==> config.mk <==
export PLATFORM = sky130hd
export DESIGN_NAME = univ_shift_reg_flat
export DESIGN_NICKNAME = d
export VERILOG_FILES = /design/src/rtl/univ_shift_reg_if.sv /design/src/rtl/univ_shift_reg.sv /design/src/flat_wrapper.sv
export SDC_FILE = /design/constraint.sdc
export NUM_CORES = 1
export LEC_CHECK = 0
export CORE_UTILIZATION = 35
export CTS_BUF_LIST = sky130_fd_sc_hd__clkbuf_16
export DETAILED_ROUTE_END_ITERATION = 16
export PLACE_DENSITY = 0.67
export SETUP_SLACK_MARGIN = 0.2
export SLEW_MARGIN = 30
export SYNTH_ARGS = -nofsm -noshare
export SYNTH_HDL_FRONTEND = slang
export SYNTH_SLANG_ARGS = --single-unit
==> constraint.sdc <==
create_clock -name clk -period 1.5 [get_ports clk]
set_clock_uncertainty 0.2 [all_clocks]
set_input_delay 0.3 -clock clk [delete_from_list [all_inputs] [get_ports clk]]
set_output_delay 0.3 -clock clk [all_outputs]
set_load 0.1 [all_outputs]
==> src/rtl/univ_shift_reg_if.sv <==
// rtl/univ_shift_reg_if.sv - request/response bundle of the universal shift register
//
// master : drives load, d, start, mode, shamt, ser_in; observes q, busy, done, ser_out
// slave  : the register itself (mirror of master)
// parity : present only when USR_PARITY_EN is defined
interface univ_shift_reg_if #(
    parameter int WIDTH   = 8,
    parameter int SHAMT_W = 3
);
    logic               load;
    logic [WIDTH-1:0]   d;
    logic               start;
    logic [1:0]         mode;
    logic [SHAMT_W-1:0] shamt;
    logic               ser_in;
    logic [WIDTH-1:0]   q;
    logic               busy;
    logic               done;
    logic               ser_out;
`ifdef USR_PARITY_EN
    logic               parity;
`endif

    modport master (
        output load, d, start, mode, shamt, ser_in,
`ifdef USR_PARITY_EN
        input  parity,
`endif
        input  q, busy, done, ser_out
    );

    modport slave (
        input  load, d, start, mode, shamt, ser_in,
`ifdef USR_PARITY_EN
        output parity,
`endif
        output q, busy, done, ser_out
    );
endinterface

==> src/rtl/univ_shift_reg.sv <==
// rtl/univ_shift_reg.sv - parametrised universal register: parallel load, multi-cycle shift/rotate
//
// Ports
//   clk    : clock, every register updates on the falling edge
//   reset  : synchronous active-high reset, sampled on the falling edge
//   bus    : univ_shift_reg_if.slave
//            load/d       parallel load (idle only, wins over start)
//            start/mode/shamt  shift request (idle only); mode 00 SHL, 01 SHR, 10 ROL, 11 ROR
//            ser_in       fill bit for SHL/SHR, sampled live on each step
//            q            register contents
//            busy         high while stepping
//            done         one-cycle completion pulse
//            ser_out      bit pushed out on the most recent step
//            parity       even parity of q (USR_PARITY_EN only)
// Parameters
//   WIDTH   register width, >= 2
//   SHAMT_W shift-amount width, 2**SHAMT_W >= WIDTH
// Configuration macro
//   USR_PARITY_EN  adds the registered parity output
module univ_shift_reg #(
    parameter int WIDTH   = 8,
    parameter int SHAMT_W = 3
) (
    input  logic            clk,
    input  logic            reset,
    univ_shift_reg_if.slave bus
);

    localparam logic [0:0] ST_IDLE  = 1'b0;
    localparam logic [0:0] ST_SHIFT = 1'b1;

    localparam logic [1:0] MODE_SHL = 2'b00;
    localparam logic [1:0] MODE_SHR = 2'b01;
    localparam logic [1:0] MODE_ROL = 2'b10;
    localparam logic [1:0] MODE_ROR = 2'b11;

    localparam logic [SHAMT_W-1:0] COUNT_LAST = SHAMT_W'(1);

    logic [0:0]         state,  state_nxt;
    logic [SHAMT_W-1:0] count,  count_nxt;
    logic [1:0]         mode_r, mode_nxt;
    logic [WIDTH-1:0]   q_r,    q_nxt;
    logic               busy_r, busy_nxt;
    logic               done_r, done_nxt;
    logic               sout_r, sout_nxt;

    // Result of one single-bit step in the latched mode. Uses mode_r, not the
    // live port, so mode changes during an operation have no effect.
    logic [WIDTH-1:0]   step_q;
    logic               step_out;

    always_comb begin
        step_q   = q_r;
        step_out = sout_r;
        case (mode_r)
            MODE_SHL: begin
                step_q   = {q_r[WIDTH-2:0], bus.ser_in};
                step_out = q_r[WIDTH-1];
            end
            MODE_SHR: begin
                step_q   = {bus.ser_in, q_r[WIDTH-1:1]};
                step_out = q_r[0];
            end
            MODE_ROL: begin
                step_q   = {q_r[WIDTH-2:0], q_r[WIDTH-1]};
                step_out = q_r[WIDTH-1];
            end
            MODE_ROR: begin
                step_q   = {q_r[0], q_r[WIDTH-1:1]};
                step_out = q_r[0];
            end
        endcase
    end

    always_comb begin
        state_nxt = state;
        count_nxt = count;
        mode_nxt  = mode_r;
        q_nxt     = q_r;
        busy_nxt  = busy_r;
        sout_nxt  = sout_r;
        done_nxt  = 1'b0;

        case (state)
            ST_IDLE: begin
                if (bus.load) begin
                    q_nxt = bus.d;
                end else if (bus.start) begin
                    if (bus.shamt == '0) begin
                        // Zero-length request completes immediately.
                        done_nxt = 1'b1;
                    end else begin
                        // Acceptance edge only latches the request; the first
                        // step happens on the following edge.
                        mode_nxt  = bus.mode;
                        count_nxt = bus.shamt;
                        busy_nxt  = 1'b1;
                        state_nxt = ST_SHIFT;
                    end
                end
            end
            ST_SHIFT: begin
                q_nxt     = step_q;
                sout_nxt  = step_out;
                count_nxt = count - 1'b1;
                if (count == COUNT_LAST) begin
                    busy_nxt  = 1'b0;
                    done_nxt  = 1'b1;
                    state_nxt = ST_IDLE;
                end
            end
        endcase
    end

    always_ff @(negedge clk) begin
        if (reset) begin
            state  <= ST_IDLE;
            count  <= '0;
            mode_r <= MODE_SHL;
            q_r    <= '0;
            busy_r <= 1'b0;
            done_r <= 1'b0;
            sout_r <= 1'b0;
        end else begin
            state  <= state_nxt;
            count  <= count_nxt;
            mode_r <= mode_nxt;
            q_r    <= q_nxt;
            busy_r <= busy_nxt;
            done_r <= done_nxt;
            sout_r <= sout_nxt;
        end
    end

    assign bus.q       = q_r;
    assign bus.busy    = busy_r;
    assign bus.done    = done_r;
    assign bus.ser_out = sout_r;

`ifdef USR_PARITY_EN
    // Computed from q_nxt so it lands on the same edge as q and never lags it.
    logic parity_r;

    always_ff @(negedge clk) begin
        if (reset) begin
            parity_r <= 1'b0;
        end else begin
            parity_r <= ^q_nxt;
        end
    end

    assign bus.parity = parity_r;
`endif

endmodule

==> src/flat_wrapper.sv <==
// flat-port wrapper written by rule: the top's interface ports become plain ports
module univ_shift_reg_flat 
#(
    parameter int WIDTH   = 8,
    parameter int SHAMT_W = 3
)
  (clk, reset, bus_load, bus_d, bus_start, bus_mode, bus_shamt, bus_ser_in, bus_q, bus_busy, bus_done, bus_ser_out);
  univ_shift_reg_if #(.WIDTH(WIDTH), .SHAMT_W(SHAMT_W)) bus_i ();
  input  logic clk;
  input  logic reset;
  input wire logic [$bits(bus_i.load)-1:0] bus_load;
  input wire logic [$bits(bus_i.d)-1:0] bus_d;
  input wire logic [$bits(bus_i.start)-1:0] bus_start;
  input wire logic [$bits(bus_i.mode)-1:0] bus_mode;
  input wire logic [$bits(bus_i.shamt)-1:0] bus_shamt;
  input wire logic [$bits(bus_i.ser_in)-1:0] bus_ser_in;
  output wire logic [$bits(bus_i.q)-1:0] bus_q;
  output wire logic [$bits(bus_i.busy)-1:0] bus_busy;
  output wire logic [$bits(bus_i.done)-1:0] bus_done;
  output wire logic [$bits(bus_i.ser_out)-1:0] bus_ser_out;
  assign bus_i.load = bus_load;
  assign bus_i.d = bus_d;
  assign bus_i.start = bus_start;
  assign bus_i.mode = bus_mode;
  assign bus_i.shamt = bus_shamt;
  assign bus_i.ser_in = bus_ser_in;
  assign bus_q = bus_i.q;
  assign bus_busy = bus_i.busy;
  assign bus_done = bus_i.done;
  assign bus_ser_out = bus_i.ser_out;
  univ_shift_reg #(.WIDTH(WIDTH), .SHAMT_W(SHAMT_W)) u_core (.clk(clk), .reset(reset), .bus(bus_i));
endmodule
== Word-level counts from Yosys, hierarchy flattened ==
Cells that the tools add are included.

* Equality and inequality tests: 9
* Divide/modulo/power cells: 0
* Multipliers: 0
* Multiplexer cells: 23
* Add/sub/neg operators: 1
* Bitwise logic cells: 3
* Order comparisons: 0
* Shifts and indexed selects: 0
* Reduce and logical (&&, ||, !) cells: 7

{| class="wikitable"
|+ Operators by type and width
! kind !! number
|-
| case mux 8 bit (4 select lines) || 1
|-
| case mux 8 bit (2 select lines) || 1
|-
| two-way mux 1 bit || 12
|-
| != test 2 bit, second input constant || 5
|-
| two-way mux 3 bit || 3
|-
| two-way mux 8 bit || 1
|-
| case mux 1 bit (2 select lines) || 4
|-
| AND reduction 4 bit || 2
|-
| case mux 3 bit (2 select lines) || 1
|-
| equality test 2 bit, second input constant || 2
|-
| OR reduction 2 bit || 2
|-
| equality test 3 x 1 -> 1 bit, second input constant || 1
|-
| logical NOT 3 bit || 1
|-
| inverter 1 bit || 3
|-
| AND reduction 3 bit || 1
|-
| subtractor 3 x 1 -> 3 bit, second input constant || 1
|-
| equality test 2 x 1 -> 1 bit, second input constant || 1
|-
| logical NOT 2 bit || 1
|}

* Word-level logic and storage cells: 50
* Bits in writable memories: 0
* Register bits after elaboration: 17
* ROM bits: 0
* Latch bits: 0
* Memories kept: 0

== Logic depth before layout (Yosys ltp) ==
Gate-level depths: netlist of the first run.

* Depth after elaboration: 5
* Gate-level depth with buffers: 5

==> impl_metrics.json, run 1 <==
{
  "p_clk_share_pct": 43.1,
  "sw_frac_of_total_pct": 34.51,
  "syn_inst": 98,
  "crit_fanout": 2,
  "endpoint_kind": "primary output",
  "layout_commonest_cell": "inv_1",
  "synth_area_leader_cell": "dfxtp_1",
  "hold_path_depth": 2,
  "post-route-util_pct": 79.22,
  "drt_iter0_drc": 14,
  "avgSynthCellArea_sq_um": 9.678,
  "crit_required_ns": 1.00,
  "crit_slowest_cell": "dfxtp_4",
  "drt.antenna.violating_nets": 0,
  "fin_ws_ns": -0.6154,
  "place.gp.congestion": 0.7688,
  "arrival_ns": 1.62,
  "placed_cell_area_sq_mm": 0.001620,
  "ys_ff_latch": 17,
  "crit_family": "flip-flops",
  "most-common-layout-cells": "inv_1, buf_4, a211oi_2, buf_6, buf_12",
  "placed_cells": 174,
  "final_area_sq_mm": 0.001998,
  "finalHoldViolCount": 0,
  "combPwrFrac_pct": 31.6,
  "setup-tns-final_ns": -9.455,
  "synth-async-reset-ratio_pct": 0,
  "violations": "negative setup slack",
  "num_vias": 1069,
  "clk_path_buf_depth": 2,
  "yosysSeqAreaShare_pct": 35.88,
  "syn_nets": 118,
  "grt_pass1_vias": 1175,
  "p_switching_uw": 734.2,
  "setup_viol": 27,
  "die_x_um": 54.06,
  "synth_top_area_share_pct": 35.88,
  "crit_cells": 1,
  "initial_core_util_pct": 37.60,
  "cts_sinks": 17,
  "synth-edff-count": 0,
  "track_usage_pct": 25.80,
  "p_per_area_mw_per_mm2": 1065,
  "cts_tree": "yes",
  "io_buffers": 28,
  "drc": 0,
  "outcome": "finished, violations left",
  "slowest_delay_ns": 0.36,
  "final_cell_count_no_fill": 201,
  "p_leak_nw": 0.8753,
  "vias_per_cell": 5.318,
  "criticalPathCategory": "flop to primary output",
  "grt_pass1_wl_mm": 5.161,
  "core-area_sq_mm": 0.002522,
  "grt_overflow_total": 0,
  "register_area_sq_um": 380.4,
  "ir_drop_v": 0.0009552,
  "synth_ff_type": "dfxtp_1",
  "die-area_sq_mm": 0.002922,
  "pwr-share-seq_pct": 25.3,
  "insertedDiodeCount": 0,
  "maxCapViolations": 0,
  "cp-start-kind": "flop",
  "worst_pin_slew_ns": 0.4247,
  "reg2reg_depth": 4,
  "fill_cells": 142,
  "multi_input_area_sq_um": 726.9,
  "ys.warnings.count": 0,
  "drt-total-wl_mm": 3.456,
  "die_y_um": 54.06,
  "power.internal_mw": 1.394,
  "crit_buf_inv": 1,
  "area_growth_pct": 110.7,
  "ioPinCount": 29,
  "drtPass1Iterations": 4,
  "insertion_delay_ns": 0.34,
  "crit_chain": "buf_12",
  "wl_per_cell_um": 17.19,
  "synthTopCellsByArea": "dfxtp_1, mux2i_1, a211oi_1, nor2b_1, ha_1",
  "hp-class": "flop to flop",
  "antenna_found_initial": 0,
  "cts_buffers": 3,
  "relSlewSlack_pct": 71.65,
  "maxSlewViolCount": 0,
  "fin_nets": 192,
  "h-tree-depth": 1,
  "rsz0062_at_grt": "yes",
  "drive_gt1_share_pct": 56.73,
  "netlist_area_sq_um": 948.4,
  "cts_root_buf": "clkbuf_16",
  "grt_max_degree": 14,
  "dpl.hpwl_mm": 1.969,
  "rows": 18,
  "clkTransAtPathRegs_ns": 0.04,
  "synth.distinct_cells": 35
}
[flip-flops by register name (all words and copies together), names as in the netlist]
register	flops
u_core.bus.done	1
u_core.bus.busy	1
u_core.mode_r	2
u_core.state	1
u_core.bus.q	8
u_core.bus.ser_out	1
u_core.count	3
[metal layers]
layer  GRT usage (%)  vias to the layer above  routed length (um)  share of wire (%)
met5               0                        -                   0                  0
met4           14.53                        0                  63                1.8
met3           6.780                        6                 109                3.2
met2           43.21                       25                1854                 54
met1           29.44                      526                1428                 41
li1                -                      512                   -                  -
[cell usage after synthesis, types with 3 or more instances]
| master | n |
|---|---|
| o21ai_0 | 3 |
| inv_1 | 5 |
| a211oi_1 | 14 |
| mux2i_1 | 11 |
| dfxtp_1 | 17 |
| nand2b_1 | 3 |
| nor3_1 | 3 |
| nor2b_1 | 6 |
[timing repair]
| action | 4_1_cts | 5_1_grt |
|---|---|---|
| resized for setup | 73 | 13 |
| setup endpoints to repair | 28 | 28 |
| pin swaps | 19 | 9 |
| cloned | 1 | 0 |
| buffers inserted | 6 | 0 |
| hold endpoints to repair | 0 | 0 |
| hold buffers | 0 | 0 |
[final cells by class]
cell class / count / share of cell area, %
timing repair buffer: 59 / 33.50
multi-input combinational: 70 / 36.38
tap: 30 / 1.879
inverter: 4 / 0.7514
sequential: 17 / 19.04
clock buffer: 3 / 3.757
clock inverter: 18 / 4.696
[cells by family (layout without fill, tap and decap cells)]
| family | count (synthesis) | after routing | share of synthesized area (%) |
|---|---|---|---|
| AOI/OAI and AO/OA | 29 | 29 | 24.01 |
| DFF | 17 | 17 | 35.88 |
| buffers and inverters | 11 | 84 | 6.596 |
| and+or+nand+nor | 27 | 27 | 18.34 |
| muxes | 11 | 11 | 11.61 |
| adders and majority gates | 2 | 2 | 2.638 |
| xor gates and xnor gates | 1 | 1 | 0.9237 |
[power groups by stage]
stage,Clock (mW),Combinational (mW),Sequential (mW)
after floorplan,0.0729,0.180,0.701
after global placement,0.0729,0.575,0.539
after detailed placement,0.0729,0.585,0.541
after CTS,0.920,0.642,0.538
after global routing,0.985,0.701,0.542
final,0.917,0.672,0.539
[through the flow]
step | hold WS (ns) | power (mW) | worst slack (ns)
3_5_place_dp | 0.2790 | 1.199 | -1.001
4_1_cts | 0.2933 | 2.099 | -0.6211
3_3_place_gp | 0.2725 | 1.186 | -0.9973
2_1_floorplan | 0.2566 | 0.9537 | -0.4874
6_report | 0.2876 | 2.128 | -0.6154
5_1_grt | 0.3268 | 2.228 | -0.6429
[worst paths after layout]
check,startpoint,end,slack [ns]
hold / removal,u_core.count[2]$_SDFFE_NP0P_,u_core.count[2]$_SDFFE_NP0P_,0.29
setup / recovery,u_core.bus.q[2]$_SDFFE_NP0P_,bus_q[2],-0.62
hold reg to reg,u_core.count[2]$_SDFFE_NP0P_,u_core.count[2]$_SDFFE_NP0P_,0.29
setup reg to reg,u_core.count[0]$_SDFFE_NP0P_,u_core.count[1]$_SDFFE_NP0P_,0.03
Power figures use the tool's default switching activity.
==> inputs of run 2 (changes only) <==
--- a/config.mk
+++ b/config.mk
@@ -5,10 +5,10 @@
 export SDC_FILE = /design/constraint.sdc
 export NUM_CORES = 1
 export LEC_CHECK = 0
-export CORE_UTILIZATION = 35
+export CORE_UTILIZATION = 45
 export CTS_BUF_LIST = sky130_fd_sc_hd__clkbuf_16
 export DETAILED_ROUTE_END_ITERATION = 16
-export PLACE_DENSITY = 0.67
+export PLACE_DENSITY = 0.81
 export SETUP_SLACK_MARGIN = 0.2
 export SLEW_MARGIN = 30
 export SYNTH_ARGS = -nofsm -noshare
==> run 2 against run 1 <==
- the run now fails in global routing (5_1_grt)
- synthesized cell count stayed put
- area after synthesis stayed put
==> impl_metrics.json, run 2 <==
{
  "avgSynthCellArea_sq_um": 9.678,
  "flow.stopped_at": "global routing (5_1_grt)",
  "ys_ff_latch": 17,
  "grt_max_degree": 15,
  "synth_compound_area_share_pct": 24.01,
  "synthTopCellsByArea": "dfxtp_1, mux2i_1, a211oi_1, nor2b_1, ha_1",
  "synth_area_leader_cell": "dfxtp_1",
  "synth.distinct_cells": 35,
  "yosys.area_share.simple_pct": 18.34,
  "io_buffers": 28,
  "h-tree-depth": 1,
  "place.gp.congestion": 0.7330,
  "netlist_area_sq_um": 948.4,
  "ys.warnings.count": 0,
  "die_y_um": 47.91,
  "dpl.hpwl_mm": 1.826,
  "initial_core_util_pct": 48.34,
  "placed_cell_area_sq_mm": 0.001587,
  "synth-edff-count": 0,
  "yosysSeqAreaShare_pct": 35.88,
  "die_x_um": 47.91,
  "cts_buffers": 3,
  "worstEndpointType": "top-level output",
  "synth_most_common_cell": "dfxtp_1",
  "synth_top_family_by_area": "compound AO/OA/AOI/OAI gates",
  "clk_path_buf_depth": 2,
  "synth_ff_type": "dfxtp_1",
  "rows": 16,
  "outcome": "aborted with a tool error",
  "muxShareOfSynthArea_pct": 11.61,
  "tool.error": "[ERROR DPL-0038] Utilization greater than 100%, impossible to legalize",
  "cts_sinks": 17,
  "yosys-top-cells-count": "dfxtp_1, a211oi_1, mux2i_1",
  "worstEndpointGrtRepair": "bus_q[0]",
  "syn_nets": 118,
  "cts_hold_buf": 0,
  "synthAdderAreaFrac_pct": 2.639,
  "ioPinCount": 29,
  "synth_xor_area_share_pct": 0.9235,
  "synth-async-reset-ratio_pct": 0,
  "synth_top_area_share_pct": 35.88,
  "cts_root_buf": "clkbuf_16",
  "syn_inst": 98
}
==> run 2: through the flow <==
stage	setup slack [ns]	instances	hold WS, ns
2_1_floorplan	-0.4874	98	0.2566
3_3_place_gp	-0.9883	167	0.2691
3_5_place_dp	-0.9959	167	0.2753
4_1_cts	-0.6220	195	0.2823
==> run 2: timing repair <==
action | 4_1_cts
cloned | 1
setup buffers | 7
setup endpoints to repair | 28
pin swaps | 20
resized for setup | 67
==> run 2: logic make-up after synthesis <==
| logic type | after synthesis |
|---|---|
| buffers and inverters | 11 |
| XOR/XNOR | 1 |
| AND/OR/NAND/NOR | 27 |
| multiplexers | 11 |
| flip-flops | 17 |
| adder cells (fa/ha/maj) | 2 |
| AO/OA/AOI/OAI | 29 |
==> inputs of run 3 (changes only) <==
--- a/config.mk
+++ b/config.mk
@@ -5,11 +5,10 @@
 export SDC_FILE = /design/constraint.sdc
 export NUM_CORES = 1
 export LEC_CHECK = 0
-export CORE_UTILIZATION = 45
-export CTS_BUF_LIST = sky130_fd_sc_hd__clkbuf_16
+export CORE_AREA = 2 2 63 65
 export DETAILED_ROUTE_END_ITERATION = 16
-export PLACE_DENSITY = 0.81
-export SETUP_SLACK_MARGIN = 0.2
+export DIE_AREA = 0 0 65 67
+export PLACE_DENSITY_LB_ADDON = 0.15
 export SLEW_MARGIN = 30
 export SYNTH_ARGS = -nofsm -noshare
 export SYNTH_HDL_FRONTEND = slang
==> run 3 against run 2 <==
- the flow now finishes, with violations (negative setup slack)
==> impl_metrics.json, run 3 (same netlist as run 1, synthesis figures left out) <==
{
  "outcome": "finished, violations left",
  "violations": "negative setup slack",
  "crit_buf_inv": 1,
  "cts_sinks": 17,
  "drive_gt1_share_pct": 54.17,
  "criticalPathCategory": "flop to primary output",
  "fill_cells": 348,
  "relSlewSlack_pct": 75.57,
  "insertion_delay_ns": 0.33,
  "drc": 0,
  "slowest_delay_ns": 0.34,
  "io_buffers": 28,
  "core-area_sq_mm": 0.003606,
  "setup_viol": 27,
  "die-area_sq_mm": 0.004355,
  "worst_pin_slew_ns": 0.3659,
  "finalHoldViolCount": 0,
  "drt.antenna.violating_nets": 0,
  "insertedDiodeCount": 0,
  "hp-class": "flop to flop",
  "cts_buffers": 3,
  "grt_max_degree": 15,
  "rows": 22,
  "cts_root_buf": "clkbuf_8",
  "cts_tree": "yes",
  "largest_register_ffs": 8,
  "grt_pass1_wl_mm": 4.498,
  "drtPass1Iterations": 4,
  "most-common-layout-cells": "inv_1, buf_4, buf_12",
  "crit_fanout": 2,
  "num_vias": 989,
  "track_usage_pct": 13.82,
  "initial_core_util_pct": 26.30,
  "h-tree-depth": 1,
  "drt-total-wl_mm": 2.799,
  "die_y_um": 67,
  "vias_per_cell": 4.579,
  "rsz0062_at_grt": "yes",
  "grt_overflow_total": 0,
  "layout_commonest_cell": "inv_1",
  "maxCapViolations": 0,
  "ir_drop_v": 0.0003239,
  "crit_chain": "buf_12",
  "endpoint_kind": "primary output",
  "antenna_found_initial": 0,
  "arrival_ns": 1.60,
  "cp-start-kind": "flop",
  "crit_slowest_cell": "dfxtp_2",
  "setup-tns-final_ns": -9.045,
  "fin_ws_ns": -0.5964,
  "drt_iter0_drc": 22,
  "clk_path_buf_depth": 2,
  "post-route-util_pct": 54.13,
  "crit_family": "flip-flops",
  "p_leak_nw": 0.8358,
  "die_x_um": 65,
  "fin_nets": 189,
  "wl_per_cell_um": 12.96,
  "ioPinCount": 29,
  "cts_hold_buf": 0,
  "grt_pass1_vias": 1063,
  "area_growth_pct": 105.8,
  "crit_required_ns": 1.00,
  "dpl.hpwl_mm": 2.036,
  "clkTransAtPathRegs_ns": 0.03,
  "place.gp.congestion": 0.7610,
  "maxSlewViolCount": 0,
  "p_per_area_mw_per_mm2": 877.2
}
run 3: cell type report:
cell class                 count  area, sq um  share of cell area [%]
sequential                    17        379.1                   19.42
multi-input combinational     70        724.4                   37.12
tap                           48        60.06                   3.077
inverter                       4        15.01                  0.7692
clock inverter                18        67.56                   3.462
clock buffer                   3        41.29                   2.115
timing repair buffer          56        664.4                   34.04
run 3: metal layers:
layer	vias to the layer above	track usage (%)	share of wire (%)
li1	501	-	-
met1	459	16.16	46
met2	22	20.75	46
met3	7	5.068	5.2
met4	0	9.840	2.4
met5	-	0	0
run 3: worst paths after layout:
| kind | startpoint | end | slack, ns | cells past startpoint |
|---|---|---|---|---|
| min reg2reg | u_core.count[2]$_SDFFE_NP0P_ | u_core.count[2]$_SDFFE_NP0P_ | 0.29 | 2 |
| min | u_core.count[2]$_SDFFE_NP0P_ | u_core.count[2]$_SDFFE_NP0P_ | 0.29 | 2 |
| max reg2reg | u_core.state$_SDFF_NP0_ | u_core.bus.q[2]$_SDFFE_NP0P_ | 0.05 | 3 |
| max | u_core.bus.q[7]$_SDFFE_NP0P_ | bus_q[7] | -0.60 | 1 |
run 3: where the power goes:
group	switching, mW	internal, mW
Combinational	0.345	0.312
Clock	0.279	0.242
Sequential	0.0420	0.493
Total	0.666	1.05
run 3: stage by stage:
stage	instances	worst slack, ns	power (mW)	hold WS, ns	area, sq um
5_1_grt	216	-0.6293	1.818	0.3223	1952
3_5_place_dp	191	-1.081	1.197	0.2787	1635
4_1_cts	215	-0.6106	1.736	0.2840	1899
2_1_floorplan	98	-0.4874	0.9537	0.2566	1092
3_3_place_gp	191	-1.068	1.192	0.2732	1635
6_report	216	-0.5964	1.712	0.2891	1952
run 3: timing repair:
| action | 4_1_cts | 5_1_grt |
|---|---|---|
| cloned | 1 | 0 |
| hold endpoints to repair | 0 | 0 |
| gates resized for setup | 71 | 11 |
| buffers inserted | 3 | 1 |
| pin swaps | 18 | 15 |
| endpoints found under the setup margin | 28 | 27 |
